[src/rtl/hazard_ctrl_if.sv]
// Pipeline-to-hazard-unit bundle: ID-stage operand info and EX branch in,
// stall/flush/forward controls out.
interface hazard_ctrl_if #(
    parameter int REG_AW = 4
);
    logic              id_valid;
    logic [REG_AW-1:0] id_rs1;
    logic [REG_AW-1:0] id_rs2;
    logic              id_use_rs1;
    logic              id_use_rs2;
    logic [REG_AW-1:0] id_rd;
    logic              id_regwrite;
    logic              id_is_load;
    logic              id_is_mem;
    logic              ex_pc_src;

    logic              stall_f;
    logic              stall_d;
    logic              stall_e;
    logic              stall_m;
    logic              flush_d;
    logic              flush_e;
    logic [1:0]        fwd_a;
    logic [1:0]        fwd_b;
    logic              mem_busy;

    modport master (
        output id_valid, id_rs1, id_rs2, id_use_rs1, id_use_rs2,
               id_rd, id_regwrite, id_is_load, id_is_mem, ex_pc_src,
        input  stall_f, stall_d, stall_e, stall_m, flush_d, flush_e,
               fwd_a, fwd_b, mem_busy
    );

    modport slave (
        input  id_valid, id_rs1, id_rs2, id_use_rs1, id_use_rs2,
               id_rd, id_regwrite, id_is_load, id_is_mem, ex_pc_src,
        output stall_f, stall_d, stall_e, stall_m, flush_d, flush_e,
               fwd_a, fwd_b, mem_busy
    );
endinterface

[src/rtl/hazard_ctrl.sv]
// Hazard unit: shadow EX/MEM/WB tracking, data stalls, branch flush, memory wait.
// Build option: define HAZARD_FWD_EN to enable EX operand forwarding.
module hazard_ctrl #(
    parameter int REG_AW   = 4,
    parameter int MEM_WAIT = 0
) (
    input logic          clk,
    input logic          rst,
    hazard_ctrl_if.slave hz
);

    // EX slot
    logic              ex_valid;
    logic [REG_AW-1:0] ex_rd;
    logic              ex_regwrite;
    logic              ex_is_load;
    logic              ex_is_mem;
`ifdef HAZARD_FWD_EN
    logic [REG_AW-1:0] ex_rs1;
    logic [REG_AW-1:0] ex_rs2;
    logic              ex_use_rs1;
    logic              ex_use_rs2;
    logic              mem_is_load;
`endif
    // MEM slot
    logic              mem_valid;
    logic [REG_AW-1:0] mem_rd;
    logic              mem_regwrite;
    logic              mem_is_mem;
    // WB slot
    logic              wb_valid;
    logic [REG_AW-1:0] wb_rd;
    logic              wb_regwrite;

    logic [2:0]        wait_cnt;
    logic              busy;
    logic              id_hit_ex;
    logic              id_hit_wb;
    logic              load_use;
    logic              data_stall;
    logic              front_stall;
    logic              bubble_e;

    function automatic logic src_hit(
        input logic              v,
        input logic              rw,
        input logic [REG_AW-1:0] rd,
        input logic [REG_AW-1:0] rs1,
        input logic [REG_AW-1:0] rs2,
        input logic              u1,
        input logic              u2
    );
        return v && rw && ((u1 && (rd == rs1)) || (u2 && (rd == rs2)));
    endfunction

    assign busy = (wait_cnt != 3'd0);

    assign id_hit_ex = hz.id_valid && src_hit(ex_valid, ex_regwrite, ex_rd,
                                              hz.id_rs1, hz.id_rs2,
                                              hz.id_use_rs1, hz.id_use_rs2);
    assign id_hit_wb = hz.id_valid && src_hit(wb_valid, wb_regwrite, wb_rd,
                                              hz.id_rs1, hz.id_rs2,
                                              hz.id_use_rs1, hz.id_use_rs2);
    assign load_use  = id_hit_ex && ex_is_load;

`ifdef HAZARD_FWD_EN
    logic mem_fwd_a;
    logic mem_fwd_b;
    logic wb_fwd_a;
    logic wb_fwd_b;

    // Register file is not write-through, so a WB-slot producer cannot reach ID.
    assign data_stall = load_use || id_hit_wb;

    assign mem_fwd_a = ex_valid && ex_use_rs1 && mem_valid && mem_regwrite &&
                       !mem_is_load && (mem_rd == ex_rs1);
    assign mem_fwd_b = ex_valid && ex_use_rs2 && mem_valid && mem_regwrite &&
                       !mem_is_load && (mem_rd == ex_rs2);
    assign wb_fwd_a  = ex_valid && ex_use_rs1 && wb_valid && wb_regwrite &&
                       (wb_rd == ex_rs1);
    assign wb_fwd_b  = ex_valid && ex_use_rs2 && wb_valid && wb_regwrite &&
                       (wb_rd == ex_rs2);

    assign hz.fwd_a = mem_fwd_a ? 2'b01 : (wb_fwd_a ? 2'b10 : 2'b00);
    assign hz.fwd_b = mem_fwd_b ? 2'b01 : (wb_fwd_b ? 2'b10 : 2'b00);
`else
    logic id_hit_mem;

    assign id_hit_mem = hz.id_valid && src_hit(mem_valid, mem_regwrite, mem_rd,
                                               hz.id_rs1, hz.id_rs2,
                                               hz.id_use_rs1, hz.id_use_rs2);
    assign data_stall = load_use || id_hit_ex || id_hit_mem || id_hit_wb;
    assign hz.fwd_a   = 2'b00;
    assign hz.fwd_b   = 2'b00;
`endif

    // Wait beats dominate; a taken branch overrides any data stall.
    assign front_stall = busy || (data_stall && !hz.ex_pc_src);
    assign bubble_e    = !busy && (hz.ex_pc_src || data_stall);

    assign hz.stall_f  = front_stall;
    assign hz.stall_d  = front_stall;
    assign hz.stall_e  = busy;
    assign hz.stall_m  = busy;
    assign hz.flush_d  = !busy && hz.ex_pc_src;
    assign hz.flush_e  = bubble_e;
    assign hz.mem_busy = busy;

    // The counter loads on the edge the access leaves MEM, so the same
    // instruction is never seen in MEM again with a zero count.
    always_ff @(posedge clk or posedge rst) begin
        if (rst) begin
            wait_cnt <= '0;
        end else if (busy) begin
            wait_cnt <= wait_cnt - 3'd1;
        end else if ((MEM_WAIT != 0) && mem_valid && mem_is_mem) begin
            wait_cnt <= 3'(MEM_WAIT);
        end
    end

    always_ff @(posedge clk or posedge rst) begin
        if (rst) begin
            ex_valid     <= 1'b0;
            ex_rd        <= '0;
            ex_regwrite  <= 1'b0;
            ex_is_load   <= 1'b0;
            ex_is_mem    <= 1'b0;
            mem_valid    <= 1'b0;
            mem_rd       <= '0;
            mem_regwrite <= 1'b0;
            mem_is_mem   <= 1'b0;
            wb_valid     <= 1'b0;
            wb_rd        <= '0;
            wb_regwrite  <= 1'b0;
`ifdef HAZARD_FWD_EN
            ex_rs1       <= '0;
            ex_rs2       <= '0;
            ex_use_rs1   <= 1'b0;
            ex_use_rs2   <= 1'b0;
            mem_is_load  <= 1'b0;
`endif
        end else if (!busy) begin
            wb_valid     <= mem_valid;
            wb_rd        <= mem_rd;
            wb_regwrite  <= mem_regwrite;
            mem_valid    <= ex_valid;
            mem_rd       <= ex_rd;
            mem_regwrite <= ex_regwrite;
            mem_is_mem   <= ex_is_mem;
            ex_valid     <= hz.id_valid && !bubble_e;
            ex_rd        <= hz.id_rd;
            ex_regwrite  <= hz.id_regwrite;
            ex_is_load   <= hz.id_is_load;
            ex_is_mem    <= hz.id_is_mem;
`ifdef HAZARD_FWD_EN
            mem_is_load  <= ex_is_load;
            ex_rs1       <= hz.id_rs1;
            ex_rs2       <= hz.id_rs2;
            ex_use_rs1   <= hz.id_use_rs1;
            ex_use_rs2   <= hz.id_use_rs2;
`endif
        end
    end

endmodule

[src/flat_wrapper.sv]
// flat-port wrapper written by rule: the top's interface ports become plain ports
module hazard_ctrl_flat 
#(
    parameter int REG_AW   = 4,
    parameter int MEM_WAIT = 0
)
  (clk, rst, hz_id_valid, hz_id_rs1, hz_id_rs2, hz_id_use_rs1, hz_id_use_rs2, hz_id_rd, hz_id_regwrite, hz_id_is_load, hz_id_is_mem, hz_ex_pc_src, hz_stall_f, hz_stall_d, hz_stall_e, hz_stall_m, hz_flush_d, hz_flush_e, hz_fwd_a, hz_fwd_b, hz_mem_busy);
  hazard_ctrl_if #(.REG_AW(REG_AW)) hz_i ();
  input logic clk;
  input logic rst;
  input wire logic [$bits(hz_i.id_valid)-1:0] hz_id_valid;
  input wire logic [$bits(hz_i.id_rs1)-1:0] hz_id_rs1;
  input wire logic [$bits(hz_i.id_rs2)-1:0] hz_id_rs2;
  input wire logic [$bits(hz_i.id_use_rs1)-1:0] hz_id_use_rs1;
  input wire logic [$bits(hz_i.id_use_rs2)-1:0] hz_id_use_rs2;
  input wire logic [$bits(hz_i.id_rd)-1:0] hz_id_rd;
  input wire logic [$bits(hz_i.id_regwrite)-1:0] hz_id_regwrite;
  input wire logic [$bits(hz_i.id_is_load)-1:0] hz_id_is_load;
  input wire logic [$bits(hz_i.id_is_mem)-1:0] hz_id_is_mem;
  input wire logic [$bits(hz_i.ex_pc_src)-1:0] hz_ex_pc_src;
  output wire logic [$bits(hz_i.stall_f)-1:0] hz_stall_f;
  output wire logic [$bits(hz_i.stall_d)-1:0] hz_stall_d;
  output wire logic [$bits(hz_i.stall_e)-1:0] hz_stall_e;
  output wire logic [$bits(hz_i.stall_m)-1:0] hz_stall_m;
  output wire logic [$bits(hz_i.flush_d)-1:0] hz_flush_d;
  output wire logic [$bits(hz_i.flush_e)-1:0] hz_flush_e;
  output wire logic [$bits(hz_i.fwd_a)-1:0] hz_fwd_a;
  output wire logic [$bits(hz_i.fwd_b)-1:0] hz_fwd_b;
  output wire logic [$bits(hz_i.mem_busy)-1:0] hz_mem_busy;
  assign hz_i.id_valid = hz_id_valid;
  assign hz_i.id_rs1 = hz_id_rs1;
  assign hz_i.id_rs2 = hz_id_rs2;
  assign hz_i.id_use_rs1 = hz_id_use_rs1;
  assign hz_i.id_use_rs2 = hz_id_use_rs2;
  assign hz_i.id_rd = hz_id_rd;
  assign hz_i.id_regwrite = hz_id_regwrite;
  assign hz_i.id_is_load = hz_id_is_load;
  assign hz_i.id_is_mem = hz_id_is_mem;
  assign hz_i.ex_pc_src = hz_ex_pc_src;
  assign hz_stall_f = hz_i.stall_f;
  assign hz_stall_d = hz_i.stall_d;
  assign hz_stall_e = hz_i.stall_e;
  assign hz_stall_m = hz_i.stall_m;
  assign hz_flush_d = hz_i.flush_d;
  assign hz_flush_e = hz_i.flush_e;
  assign hz_fwd_a = hz_i.fwd_a;
  assign hz_fwd_b = hz_i.fwd_b;
  assign hz_mem_busy = hz_i.mem_busy;
  hazard_ctrl #(.REG_AW(REG_AW), .MEM_WAIT(MEM_WAIT)) u_core (.clk(clk), .rst(rst), .hz(hz_i));
endmodule
[config.mk]
export PLATFORM = sky130hd
export DESIGN_NAME = hazard_ctrl_flat
export DESIGN_NICKNAME = d
export VERILOG_FILES = /design/src/rtl/hazard_ctrl_if.sv /design/src/rtl/hazard_ctrl.sv /design/src/flat_wrapper.sv
export SDC_FILE = /design/constraint.sdc
export NUM_CORES = 1
export LEC_CHECK = 0
export BUFFER_PORTS_ARGS = -buffer_cell sky130_fd_sc_hd__buf_4
export CORE_MARGIN = 3
export CORE_UTILIZATION = 53
export CTS_CLUSTER_DIAMETER = 50
export DETAILED_ROUTE_END_ITERATION = 12
export PLACE_DENSITY = 0.8
export SYNTH_ARGS = -nofsm -noshare
export SYNTH_HDL_FRONTEND = slang
export SYNTH_SLANG_ARGS = --single-unit
[constraint.sdc]
create_clock -name clk -period 3.3 [get_ports clk]
set_input_delay 0.165 -clock clk [delete_from_list [all_inputs] [get_ports clk]]
set_output_delay 0.165 -clock clk [all_outputs]
set_load 0.005 [all_outputs]
# [Word-level counts from Yosys, hierarchy flattened]
# Cells that the tools add are included.
[word_totals] elab_cells=50 out_inout_bits=11 in_bits=21 reg_bits=22
[op_classes] add_sub_neg=1 n_eq_ne=6 reduce_logical=32
[op_table] cell="== test 4 bit" n=6
[op_table] cell="logical AND 1 bit" n=20
[op_table] cell="logical OR 1 bit" n=8
[op_table] cell="logical NOT 1 bit" n=3
[op_table] cell="nonzero test 3 bit" n=1
[op_table] cell="subtractor 3 x 1 -> 3 bit, second input constant" n=1

# [Logic depth before layout (Yosys ltp)]
# Gate-level depths: netlist of the first run.
[depth] ltp_word=13 ltp_mapped=7

# [Least setup slack after synthesis of the first run]
# OpenSTA, ideal clock, no wires.
[synth_timing] path_type="register -> output" from="register u_core.wb_rd[3]" to="output hz_stall_f" path_stages_with_launch=6 t_required_ns=3.135 n_path_buf=1 slack_ns=1.644 arrival_time_ns=1.491 path_cell_list="dfrtp_1 > xor2_1 > or4_1 > o41ai_1 > o31a_1 > buf_4"
[synth_between] elab_chain_len=8 word_cells_on_any_way=10
[synth_rtl] element="start: declaration" line_no="hazard_ctrl.sv:32" source="logic [REG_AW-1:0] wb_rd;"
[synth_rtl] element="start signal: assignment" line_no="hazard_ctrl.sv:144" source="wb_rd <= mem_rd;"
[synth_rtl] element="== test 4 bit" line_no="hazard_ctrl.sv:53" source="return v && rw && ((u1 && (rd == rs1)) || (u2 && (rd == rs2)));"
[synth_rtl] element="logical AND 1 bit" line_no="hazard_ctrl.sv:53"
[synth_rtl] element="logical OR 1 bit *" line_no="hazard_ctrl.sv:53"
[synth_rtl] element="logical AND 1 bit *" line_no="hazard_ctrl.sv:53"
[synth_rtl] element="logical AND 1 bit *" line_no="hazard_ctrl.sv:61" source="assign id_hit_wb = hz.id_valid && src_hit(wb_valid, wb_regwrite, wb_rd,"
[synth_rtl] element="logical OR 1 bit *" line_no="hazard_ctrl.sv:92" source="assign data_stall = load_use || id_hit_ex || id_hit_mem || id_hit_wb;"
[synth_rtl] element="logical AND 1 bit *" line_no="hazard_ctrl.sv:98" source="assign front_stall = busy || (data_stall && !hz.ex_pc_src);"
[synth_rtl] element="logical OR 1 bit *" line_no="hazard_ctrl.sv:98"
[synth_rtl] element="end: declaration" line_no="flat_wrapper.sv:21" source="output wire logic [$bits(hz_i.stall_f)-1:0] hz_stall_f;"
# Mark *: on every way between the ends. The rest lies on a longest branch, timed or not.

# [Worst setup path in the final report of the first run]
[layout_timing] from="register u_core.wait_cnt[0]" to="output hz_stall_d"
[layout_between] elab_chain_len=2
[layout_rtl] element="start: declaration" line_no="hazard_ctrl.sv:35" source="logic [2:0] wait_cnt;"
[layout_rtl] element="start signal: assignment" line_no="hazard_ctrl.sv:115" source="wait_cnt <= wait_cnt - 3'd1;"
[layout_rtl] element="start signal: assignment" line_no="hazard_ctrl.sv:117" source="wait_cnt <= 3'(MEM_WAIT);"
[layout_rtl] element="nonzero test 3 bit" line_no="hazard_ctrl.sv:56" source="assign busy = (wait_cnt != 3'd0);"
[layout_rtl] element="logical OR 1 bit" line_no="hazard_ctrl.sv:98"
[layout_rtl] element="end: declaration" line_no="flat_wrapper.sv:22" source="output wire logic [$bits(hz_i.stall_d)-1:0] hz_stall_d;"
# No other way between the ends.

==> flow_summary.ini, run 1 <==
[layout]
finish.net_count = 189
antennaDiodeCount = 0
multi_input_area_um2 = 642
final-instance-count-excl-fill = 192
final.fill_count = 174
share_of_cells_above_drive_strength_1 = 0.200
final-seq-area_um2 = 526
area_growth_pct = 16.1

[sta]
timing.fmax_mhz = 448
grt_setup_unrepaired = no
relSlewSlack = 0.446
setup-violations-final = 0
timing.final.max_slew_violations = 0
worst_hold_margin_ns = 0.00664
timing.clock.skew_ns = 0.00784
worst-slew-pin-transition_ns = 0.830
hold_viol_final = 0
period_utilisation_layout = 0.677
setup_total_neg_slack_ns = 0
post-route-min-period_ns = 2.23

[logic_synthesis]
synthArstFlopShare = 1.00
synth_seq_area_share = 0.424
ys_ff_latch = 21
synth.largest_area_cell = sky130_fd_sc_hd__dfrtp_1
postSynth.topFlopCell = sky130_fd_sc_hd__dfrtp_1
synth_enable_flop_cells = 0
ys_types = 26
synth_top_cell_area_share = 0.424
syn_avg_cell_area_um2 = 8.66
yosys_warnings = 0
postSynthCellCount = 143
synth_area_um2 = 1240
synth_area_leaders = sky130_fd_sc_hd__dfrtp_1 (42%), sky130_fd_sc_hd__nand2_1 (16%), sky130_fd_sc_hd__xnor2_1 (9.2%)

[grt]
grt_pass1_vias = 1039
grt.total_usage = 0.208
grt_remaining_overflow = 0
antenna_found_initial = 0
grt_first_pass_wirelength_um = 4450
grt_max_degree = 27

[pwr]
worst_ir_drop_vdd_v = 0.000282
pwr-share-seq = 0.584
p_sw_frac = 0.268
totalPowerFinal_mw = 0.485
pwr-share-clk = 0.263
pwr_density_cell_nw_per_um2 = 337
power.internal_mw = 0.355
static-leakage-power_nw = 0.707
p_sw_mw = 0.130
comb_power_share = 0.152

[clocking]
cts_inserted_buffers = 3
numClockSinks = 21
clock_latency_ns = 0.31
cts_tree = built
gates_resized_cts_repair = 0
clk_root_buffer_cell = sky130_fd_sc_hd__clkbuf_4
ctsHoldBuffers = 0
clock_tree.htree_level_count = 1
cts.clk_slew.worst_paths_ns = 0.12
max-clock-path-buffers = 2
number_of_setup_buffers_added_after_cts = 0

[job]
max_cap_viol_count = 0

[die]
die_area_um2 = 2950
placementRows = 16
core_area_um2 = 2080
initial_core_utilization = 0.595
design.portCount = 32
floorplan.die.width_um = 54.3
die_h_um = 54.3

[routing]
drt-wirelength-per-cell_um = 13.6
final_routed_wirelength_across_all_metal_layers_um = 2620
route.detailed.vias_per_inst = 5.32
first_pass_iters = 4
iteration_0_drc_count_of_the_detailed_router = 26
drt.antenna.violating_nets = 0
detail_route.drc_violations = 0
vias = 1022

[min_path]
holdCritPathClass = primary input to asynchronous set/reset pin

[worst_setup_path]
critical_path_peak_fanout = 26
cp-start-kind = flop
cp.required_ns = 3.13
worst_setup_path_end_kind = output port
worst-setup-path-type = flop to output port
crit_arrival_ns = 2.07

[place]
dp_cells = 188
globalplace.congestion = 0.886
io_buffers = 25
hpwl_um = 1920

[outcome]
outcome = complete, no violations
-- metal layers --
layer,vias to the layer above,GRT usage,share of wire
li1,492,-,-
met1,480,0.251,0.45
met2,43,0.365,0.47
met3,7,0.0354,0.062
met4,0,0.0830,0.021
met5,-,0,0
-- synth_stat cells (2+ instances only) --
master and instances:
sky130_fd_sc_hd__nand2_1 53, sky130_fd_sc_hd__dfrtp_1 21, sky130_fd_sc_hd__xnor2_1 13, sky130_fd_sc_hd__xor2_1 12, sky130_fd_sc_hd__buf_4 7, sky130_fd_sc_hd__nand4_1 6, sky130_fd_sc_hd__clkbuf_1 4, sky130_fd_sc_hd__inv_1 3
sky130_fd_sc_hd__nor2_1 3, sky130_fd_sc_hd__ha_1 2, sky130_fd_sc_hd__nand2b_1 2, sky130_fd_sc_hd__nor4_1 2, sky130_fd_sc_hd__o31a_1 2
-- critical path: stages, from the launching register on --
cell and delay, ns:
sky130_fd_sc_hd__dfrtp_1 0.40, sky130_fd_sc_hd__inv_1 0.09, sky130_fd_sc_hd__ha_1 0.15, sky130_fd_sc_hd__nor2b_1 0.12, sky130_fd_sc_hd__buf_4 0.26, sky130_fd_sc_hd__inv_2 0.24
sky130_fd_sc_hd__o31a_1 0.37, sky130_fd_sc_hd__buf_4 0.14
-- cell type report --
cell class              count  area share
well taps                  27      0.0235
clock buffers               4      0.0183
flip-flops and latches     21       0.366
multi-input cells         110       0.446
repair buffers             26       0.136
inverters                   4      0.0104
-- power groups by stage --
stage / clock [mW] / sequential, mW / combinational (mW)
global placement: 0 / 0.287 / 0.0715
finish: 0.128 / 0.283 / 0.0739
CTS: 0.129 / 0.283 / 0.0746
floorplan: 0 / 0.284 / 0.0443
detailed placement: 0 / 0.288 / 0.0741
global route: 0.139 / 0.285 / 0.0830
-- cells in the final DEF (no fill, tap or decap) --
master                     count
sky130_fd_sc_hd__clkbuf_1      1
sky130_fd_sc_hd__and2_1        1
sky130_fd_sc_hd__o31a_1        2
sky130_fd_sc_hd__inv_2         1
sky130_fd_sc_hd__inv_1         3
sky130_fd_sc_hd__or3_4         1
sky130_fd_sc_hd__ha_1          2
sky130_fd_sc_hd__o41ai_1       1
sky130_fd_sc_hd__nor2_1        3
sky130_fd_sc_hd__nand2b_1      2
sky130_fd_sc_hd__nor4_1        2
sky130_fd_sc_hd__o22ai_1       1
sky130_fd_sc_hd__dfrtp_1      21
sky130_fd_sc_hd__mux2i_1       1
sky130_fd_sc_hd__nand3_1       1
sky130_fd_sc_hd__nor2b_1       1
sky130_fd_sc_hd__nand3_2       1
sky130_fd_sc_hd__buf_4        26
sky130_fd_sc_hd__a21oi_1       1
sky130_fd_sc_hd__o41ai_2       1
sky130_fd_sc_hd__clkbuf_4      3
sky130_fd_sc_hd__xnor2_1      13
sky130_fd_sc_hd__conb_1        4
sky130_fd_sc_hd__or4_1         1
sky130_fd_sc_hd__nand4_1       6
sky130_fd_sc_hd__xor2_1       12
sky130_fd_sc_hd__nand2_1      53
-- through the flow --
stage	cell area, um^2	setup slack, ns	util
after floorplan	1250	1.64	-
after global placement	1410	1.44	0.678
after detailed placement	1410	1.41	0.678
after CTS	1440	1.06	0.691
after global routing	1440	0.923	0.691
final	1440	1.07	0.691
-- state kept, by name, indices dropped and copies added (netlist names) --
| register | cells |
|---|---|
| u_core.mem_rd | 4 |
| u_core.mem_regwrite | 1 |
| u_core.mem_valid | 1 |
| u_core.wait_cnt | 3 |
| u_core.wb_regwrite | 1 |
| u_core.ex_regwrite | 1 |
| u_core.ex_rd | 4 |
| u_core.ex_valid | 1 |
| u_core.wb_valid | 1 |
| u_core.wb_rd | 4 |
-- final timing paths --
path | start | endpoint | slack [ns] | cells after the start
max in group asynchronous | rst | u_core.wait_cnt[1]$_DFFE_PP0P_ | 2.78 | 2
hold reg to reg | u_core.wait_cnt[0]$_DFFE_PP0P_ | u_core.wait_cnt[0]$_DFFE_PP0P_ | 0.48 | 1
setup reg to reg | u_core.wait_cnt[0]$_DFFE_PP0P_ | u_core.ex_valid$_DFFE_PP0N_ | 1.58 | 6
min in group clk | hz_id_rd[2] | u_core.ex_rd[2]$_DFFE_PP0N_ | 0.03 | 3
hold / removal | rst | u_core.mem_rd[1]$_DFFE_PP0N_ | 0.007 | 2
setup / recovery | u_core.wait_cnt[0]$_DFFE_PP0P_ | hz_stall_d | 1.07 | 7
-- logic make-up (layout without fill, tap and decap cells) --
| family | after synthesis | count (layout) | synth area share |
|---|---|---|---|
| xor+xnor | 25 | 25 | 0.177 |
| flops | 21 | 21 | 0.424 |
| compound gates | 6 | 6 | 0.0434 |
| buf+inv | 15 | 34 | 0.0667 |
| fa+ha+maj | 2 | 2 | 0.0202 |
| mux | 1 | 1 | 0.00808 |
| simple gates | 72 | 72 | 0.258 |
| other cells | 1 | 4 | 0.00303 |
Note: power is estimated with default switching activity, not from simulation.
==> run 2, diff against run 1 <==
Settings changed: CORE_UTILIZATION 53 to 51, PLACE_DENSITY 0.8 to 0.77.
Clock period 3.3 ns to 2.14 ns, I/O delays scaled along.
==> run 2 against run 1 <==
Compared with the run above: combinational power up 68%; non-clock buffer count up 9; critical path depth unchanged; clock power up 48%.
==> flow_summary.ini, run 2 (synthesized netlist as in run 1, its figures left out) <==
[routing]
final_routed_wirelength_across_all_metal_layers_um = 2620
route.detailed.vias_per_inst = 5.15
first_pass_iters = 4
iteration_0_drc_count_of_the_detailed_router = 16
drt-wirelength-per-cell_um = 13.0
vias = 1041
detail_route.drc_violations = 0
drt.antenna.violating_nets = 0

[clocking]
cts_inserted_buffers = 3
clk_root_buffer_cell = sky130_fd_sc_hd__clkbuf_4
numClockSinks = 21
clock_latency_ns = 0.30
max-clock-path-buffers = 2
cts_tree = built
cts.clk_slew.worst_paths_ns = 0.11
gates_resized_cts_repair = 0
clock_tree.htree_level_count = 1

[sta]
timing.final.max_slew_violations = 0
setup-violations-final = 0
period_utilisation_layout = 0.958
worst-slew-pin-transition_ns = 0.783
grt_setup_unrepaired = no
timing.fmax_mhz = 488
relSlewSlack = 0.478
hold_viol_final = 0
timing.clock.skew_ns = 0.00393
worst_hold_margin_ns = 0.120
post-route-min-period_ns = 2.05
setup_total_neg_slack_ns = 0

[worst_setup_path]
cp-start-kind = flop
worst_setup_path_end_kind = output port
crit_arrival_ns = 1.94
cp.required_ns = 2.03
worst-setup-path-type = flop to output port
critical_path_peak_fanout = 3

[layout]
final-seq-area_um2 = 526
share_of_cells_above_drive_strength_1 = 0.207
most-common-layout-cells = sky130_fd_sc_hd__nand2_1 (53), sky130_fd_sc_hd__buf_4 (29), sky130_fd_sc_hd__dfrtp_1 (21), sky130_fd_sc_hd__xnor2_1 (13), sky130_fd_sc_hd__xor2_1 (12)
area_growth_pct = 22.8
reg_top3 = u_core.ex_rd x4, u_core.mem_rd x4, u_core.wb_rd x4
multi_input_area_um2 = 642
leading_cell_type_in_the_layout_fill_and_taps_excluded = sky130_fd_sc_hd__nand2_1
antennaDiodeCount = 0
finish.net_count = 198
final.fill_count = 182

[min_path]
holdCritPathClass = primary input to flop

[die]
core_area_um2 = 2250
floorplan.die.width_um = 55.3
die_h_um = 55.3
initial_core_utilization = 0.549
die_area_um2 = 3060
design.portCount = 32
placementRows = 17

[place]
io_buffers = 25
hpwl_um = 1930
globalplace.congestion = 0.945

[pwr]
pwr-share-clk = 0.253
p_sw_mw = 0.195
p_sw_frac = 0.260
power.internal_mw = 0.556
worst_ir_drop_vdd_v = 0.000469
static-leakage-power_nw = 0.748
pwr-share-seq = 0.581
totalPowerFinal_mw = 0.751
pwr_density_cell_nw_per_um2 = 494
comb_power_share = 0.165

[grt]
grt_max_degree = 27
grt_pass1_vias = 1039
grt.total_usage = 0.179
grt_remaining_overflow = 0
antenna_found_initial = 0
grt_first_pass_wirelength_um = 4410

[outcome]
outcome = complete, no violations

[job]
max_cap_viol_count = 0
## run 2: cell count changes in the layout (fill, tap and decap cells not counted)
cell,delta
sky130_fd_sc_hd__dlygate4sd3_1,+6
sky130_fd_sc_hd__buf_4,+3
## run 2: layer usage
metal / track usage / vias to the layer above / share of wire
li1: - / 514 / -
met2: 0.328 / 39 / 0.52
met5: 0 / - / 0
met1: 0.203 / 484 / 0.41
met3: 0.0374 / 4 / 0.057
met4: 0.0660 / 0 / 0.014
## run 2: area by class of cell
class | instances | area share
sequential | 21 | 0.345
clock buffer | 4 | 0.0173
timing repair buffer | 35 | 0.183
tap | 28 | 0.0230
multi-input combinational | 110 | 0.422
inverter | 4 | 0.00987
## run 2: through the flow
stage          instance area, um^2  worst slack [ns]  cells  utilization
2_1_floorplan                 1250             0.542    146            -
3_3_place_gp                  1420             0.455    190        0.630
3_5_place_dp                  1420             0.419    190        0.630
4_1_cts                       1510            0.0670    200        0.668
5_1_grt                       1520           0.00166    202        0.675
6_report                      1520            0.0896    202        0.675
## run 2: timing repair
action | in CTS | in global routing
hold buffers | 6 | 0
endpoints found under the setup margin | 0 | 3
endpoints found under the hold margin | 26 | 0
setup buffers | 0 | 2
## run 2: worst paths after layout
path | startpoint | end | slack, ns | cells after the start
min | hz_id_valid | u_core.ex_valid$_DFFE_PP0N_ | 0.12 | 3
max reg2reg | u_core.wb_rd[1]$_DFFE_PP0N_ | u_core.ex_valid$_DFFE_PP0N_ | 0.49 | 7
min reg2reg | u_core.wait_cnt[2]$_DFFE_PP0P_ | u_core.wait_cnt[2]$_DFFE_PP0P_ | 0.49 | 1
max in group asynchronous | rst | u_core.mem_rd[0]$_DFFE_PP0N_ | 1.15 | 3
max | u_core.wb_rd[1]$_DFFE_PP0N_ | hz_stall_d | 0.09 | 7
min in group asynchronous | rst | u_core.ex_regwrite$_DFFE_PP0N_ | 0.50 | 3
## run 2: power by group through the flow
| stage | Clock (mW) | Combinational (mW) | Sequential [mW] |
|---|---|---|---|
| floorplan | 0 | 0.0684 | 0.438 |
| global placement | 0 | 0.110 | 0.442 |
| detailed placement | 0 | 0.114 | 0.444 |
| CTS | 0.193 | 0.124 | 0.436 |
| global route | 0.213 | 0.137 | 0.439 |
| finish | 0.190 | 0.124 | 0.437 |
## run 2: worst max-delay path, stage by stage (launching register included)
cell,delay [ns]
sky130_fd_sc_hd__dfrtp_1,0.42
sky130_fd_sc_hd__xnor2_1,0.17
sky130_fd_sc_hd__nand4_1,0.11
sky130_fd_sc_hd__or4_1,0.41
sky130_fd_sc_hd__o41ai_1,0.08
sky130_fd_sc_hd__buf_4,0.18
sky130_fd_sc_hd__o31a_1,0.15
sky130_fd_sc_hd__buf_4,0.11
==> run 3, diff against run 2 <==
Settings changed: ABC_AREA set to 1, CORE_UTILIZATION 51 to 52, PLACE_DENSITY 0.77 to 0.78, SLEW_MARGIN set to 20.
==> run 3 against run 2 <==
Compared with the run above: fmax rose by 12%; sequential share of layout area fell by 1.2 points; final area rose by 3.5%; count of clock-buffer cells in the layout fell by 1; setup slack improved by 0.22 ns; clock power rose by 4%; non-clock buffer count fell by 5; critical path type unchanged; largest cell class unchanged; synthesized cell count rose by 42%; power rose by 2.2%; critical endpoint is now hz_flush_e; routed wire length rose by 5.8%; largest power group unchanged.
==> flow_summary.ini, run 3 <==
[place]
globalplace.congestion = 0.844
hpwl_um = 2110
io_buffers = 25

[layout]
area_growth_pct = 17.8
final.fill_count = 200
share_of_cells_above_drive_strength_1 = 0.179
finish.net_count = 253
leading_cell_type_in_the_layout_fill_and_taps_excluded = sky130_fd_sc_hd__nand2_1
reg_top3 = u_core.ex_rd x4, u_core.mem_rd x4, u_core.wb_rd x4
most-common-layout-cells = sky130_fd_sc_hd__nand2_1 (82), sky130_fd_sc_hd__buf_4 (26), sky130_fd_sc_hd__inv_1 (22), sky130_fd_sc_hd__dfrtp_1 (21), sky130_fd_sc_hd__nor2_1 (20)
antennaDiodeCount = 0

[grt]
grt_remaining_overflow = 0
grt_max_degree = 34
grt_first_pass_wirelength_um = 4910
grt.total_usage = 0.189
antenna_found_initial = 0
grt_pass1_vias = 1174

[routing]
final_routed_wirelength_across_all_metal_layers_um = 2770
drt.antenna.violating_nets = 0
drt-wirelength-per-cell_um = 10.8
first_pass_iters = 5
detail_route.drc_violations = 0
route.detailed.vias_per_inst = 4.83
vias = 1242
iteration_0_drc_count_of_the_detailed_router = 56

[sta]
worst-slew-pin-transition_ns = 0.811
post-route-min-period_ns = 1.83
period_utilisation_layout = 0.857
relSlewSlack = 0.459
setup-violations-final = 0
timing.final.max_slew_violations = 0
timing.fmax_mhz = 545
timing.clock.skew_ns = 0.00969
grt_setup_unrepaired = no
hold_viol_final = 0
setup_total_neg_slack_ns = 0

[worst_setup_path]
worstPathBufferInverterCount = 4
worst-setup-path-type = flop to output port
crit_family = buffers and inverters
crit_path_max_incr_delay_ns = 0.38
cp.required_ns = 2.03
cp_slowest_cell = sky130_fd_sc_hd__dfrtp_1
worst_setup_path_end_kind = output port
crit_arrival_ns = 1.73
critical_path_peak_fanout = 33
cp-start-kind = flop
critical_path.cell_chain = inv_1 -> ha_1 -> inv_1 -> nor2_2 -> buf_4 -> nand2_1 -> nand2_1 -> buf_4

[clocking]
cts.clk_slew.worst_paths_ns = 0.13
cts_tree = built
gates_resized_cts_repair = 0
max-clock-path-buffers = 2
clock_latency_ns = 0.31
clk_root_buffer_cell = sky130_fd_sc_hd__clkbuf_4
cts_inserted_buffers = 3
clock_tree.htree_level_count = 1
numClockSinks = 21

[die]
initial_core_utilization = 0.577
core_area_um2 = 2320
design.portCount = 32
die_h_um = 56.7
placementRows = 17
floorplan.die.width_um = 56.7
die_area_um2 = 3220

[pwr]
totalPowerFinal_mw = 0.768
pwr_density_cell_nw_per_um2 = 487
worst_ir_drop_vdd_v = 0.000422
static-leakage-power_nw = 0.936

[logic_synthesis]
synthMostInstantiatedCell = sky130_fd_sc_hd__nand2_1
synth_area_leaders = sky130_fd_sc_hd__dfrtp_1 (39%), sky130_fd_sc_hd__nand2_1 (23%), sky130_fd_sc_hd__inv_1 (6.2%)
ys_top_cells_by_count = sky130_fd_sc_hd__nand2_1 (82), sky130_fd_sc_hd__inv_1 (22), sky130_fd_sc_hd__dfrtp_1 (21)
synth_top_cell_area_share = 0.393
postSynth.topFlopCell = sky130_fd_sc_hd__dfrtp_1
syn_avg_cell_area_um2 = 6.59
synth_seq_area_share = 0.393
ys_ff_latch = 21
yosys_warnings = 0
synthArstFlopShare = 1.00
postSynthCellCount = 203
synth.largest_area_cell = sky130_fd_sc_hd__dfrtp_1
synth_enable_flop_cells = 0
synth_area_um2 = 1340
ys_types = 19

[outcome]
outcome = complete, no violations

[job]
max_cap_viol_count = 0

[min_path]
holdCritPathClass = primary input to flop
## run 3: cell types whose count changed in the layout (fill, tap and decap cells not counted), moves of 3 or more
cell,change
sky130_fd_sc_hd__nand2_1,+29
sky130_fd_sc_hd__inv_1,+19
sky130_fd_sc_hd__nor2_1,+17
sky130_fd_sc_hd__o21ai_0,+14
sky130_fd_sc_hd__xor2_1,-11
sky130_fd_sc_hd__inv_2,+7
sky130_fd_sc_hd__xnor2_1,-7
sky130_fd_sc_hd__nand3_1,+5
sky130_fd_sc_hd__nand4_1,-5
sky130_fd_sc_hd__o21ai_1,+4
sky130_fd_sc_hd__buf_4,-3
## run 3: per-stage QoR
| stage | hold WS [ns] | utilization | cells | area [um^2] | worst slack [ns] |
|---|---|---|---|---|---|
| finish | 0.00550 | 0.679 | 257 | 1580 | 0.306 |
| global route | 0.0353 | 0.679 | 257 | 1580 | 0.103 |
| detailed placement | 0.311 | 0.650 | 249 | 1510 | 0.640 |
| floorplan | 0.0835 | - | 206 | 1350 | 0.799 |
| global placement | 0.300 | 0.650 | 249 | 1510 | 0.697 |
| CTS | 0.00416 | 0.675 | 256 | 1570 | 0.278 |
## run 3: kinds of logic after synthesis
logic type / count (synthesis) / share of synthesized area
simple gates: 111 / 0.323
buf+inv: 41 / 0.138
flops: 21 / 0.393
compound gates: 20 / 0.0795
xor+xnor: 7 / 0.0458
fa+ha+maj: 2 / 0.0187
other cells: 1 / 0.00280
## run 3: tightest hold or removal path, stage by stage
cell and delay, ns:
sky130_fd_sc_hd__buf_4 0.07, sky130_fd_sc_hd__nand2_1 0.04, sky130_fd_sc_hd__o21ai_0 0.06
## run 3: final timing paths
check                                               start                               to  slack (ns)  cells after the start
hold reg to reg            u_core.wait_cnt[1]$_DFFE_PP0P_   u_core.wait_cnt[1]$_DFFE_PP0P_        0.50                      2
hold / removal                                hz_id_rd[2]      u_core.ex_rd[2]$_DFFE_PP0N_       0.005                      3
min in group asynchronous                             rst   u_core.ex_regwrite$_DFFE_PP0N_        0.50                      3
setup reg to reg           u_core.wait_cnt[0]$_DFFE_PP0P_      u_core.ex_valid$_DFFE_PP0N_        0.65                      8
max in group asynchronous                             rst  u_core.mem_regwrite$_DFFE_PP0N_        1.13                      3
setup / recovery           u_core.wait_cnt[0]$_DFFE_PP0P_                       hz_flush_e        0.31                      8
## run 3: cell type report
type | count | area (um^2) | share of cell area
multi-input cells | 144 | 639 | 0.406
repair buffers | 30 | 235 | 0.149
inverters | 30 | 113 | 0.0715
clock buffers | 3 | 22.5 | 0.0143
flip-flops and latches | 21 | 526 | 0.334
clock inverters | 1 | 5.00 | 0.00318
well taps | 28 | 35.0 | 0.0222
## run 3: power breakdown
part	internal (mW)	leakage [nW]	switching, mW
clock network	0.0698	0.0177	0.127
logic	0.0649	0.663	0.0748
registers	0.414	0.255	0.0169
## run 3: routing by layer
layer  global-route usage  routed length, um  vias to the layer above
li1                     -                  -                      644
met1                0.250               1240                      563
met2                0.302               1350                       31
met3               0.0391                146                        4
met4               0.0712                 34                        0
met5                    0                  0                        -
## run 3: timing repair
action                                  4_1_cts  5_1_grt
endpoints found under the setup margin        0        0
hold buffers                                  3        1
hold endpoints to repair                     23        1
setup buffers                                 0        0
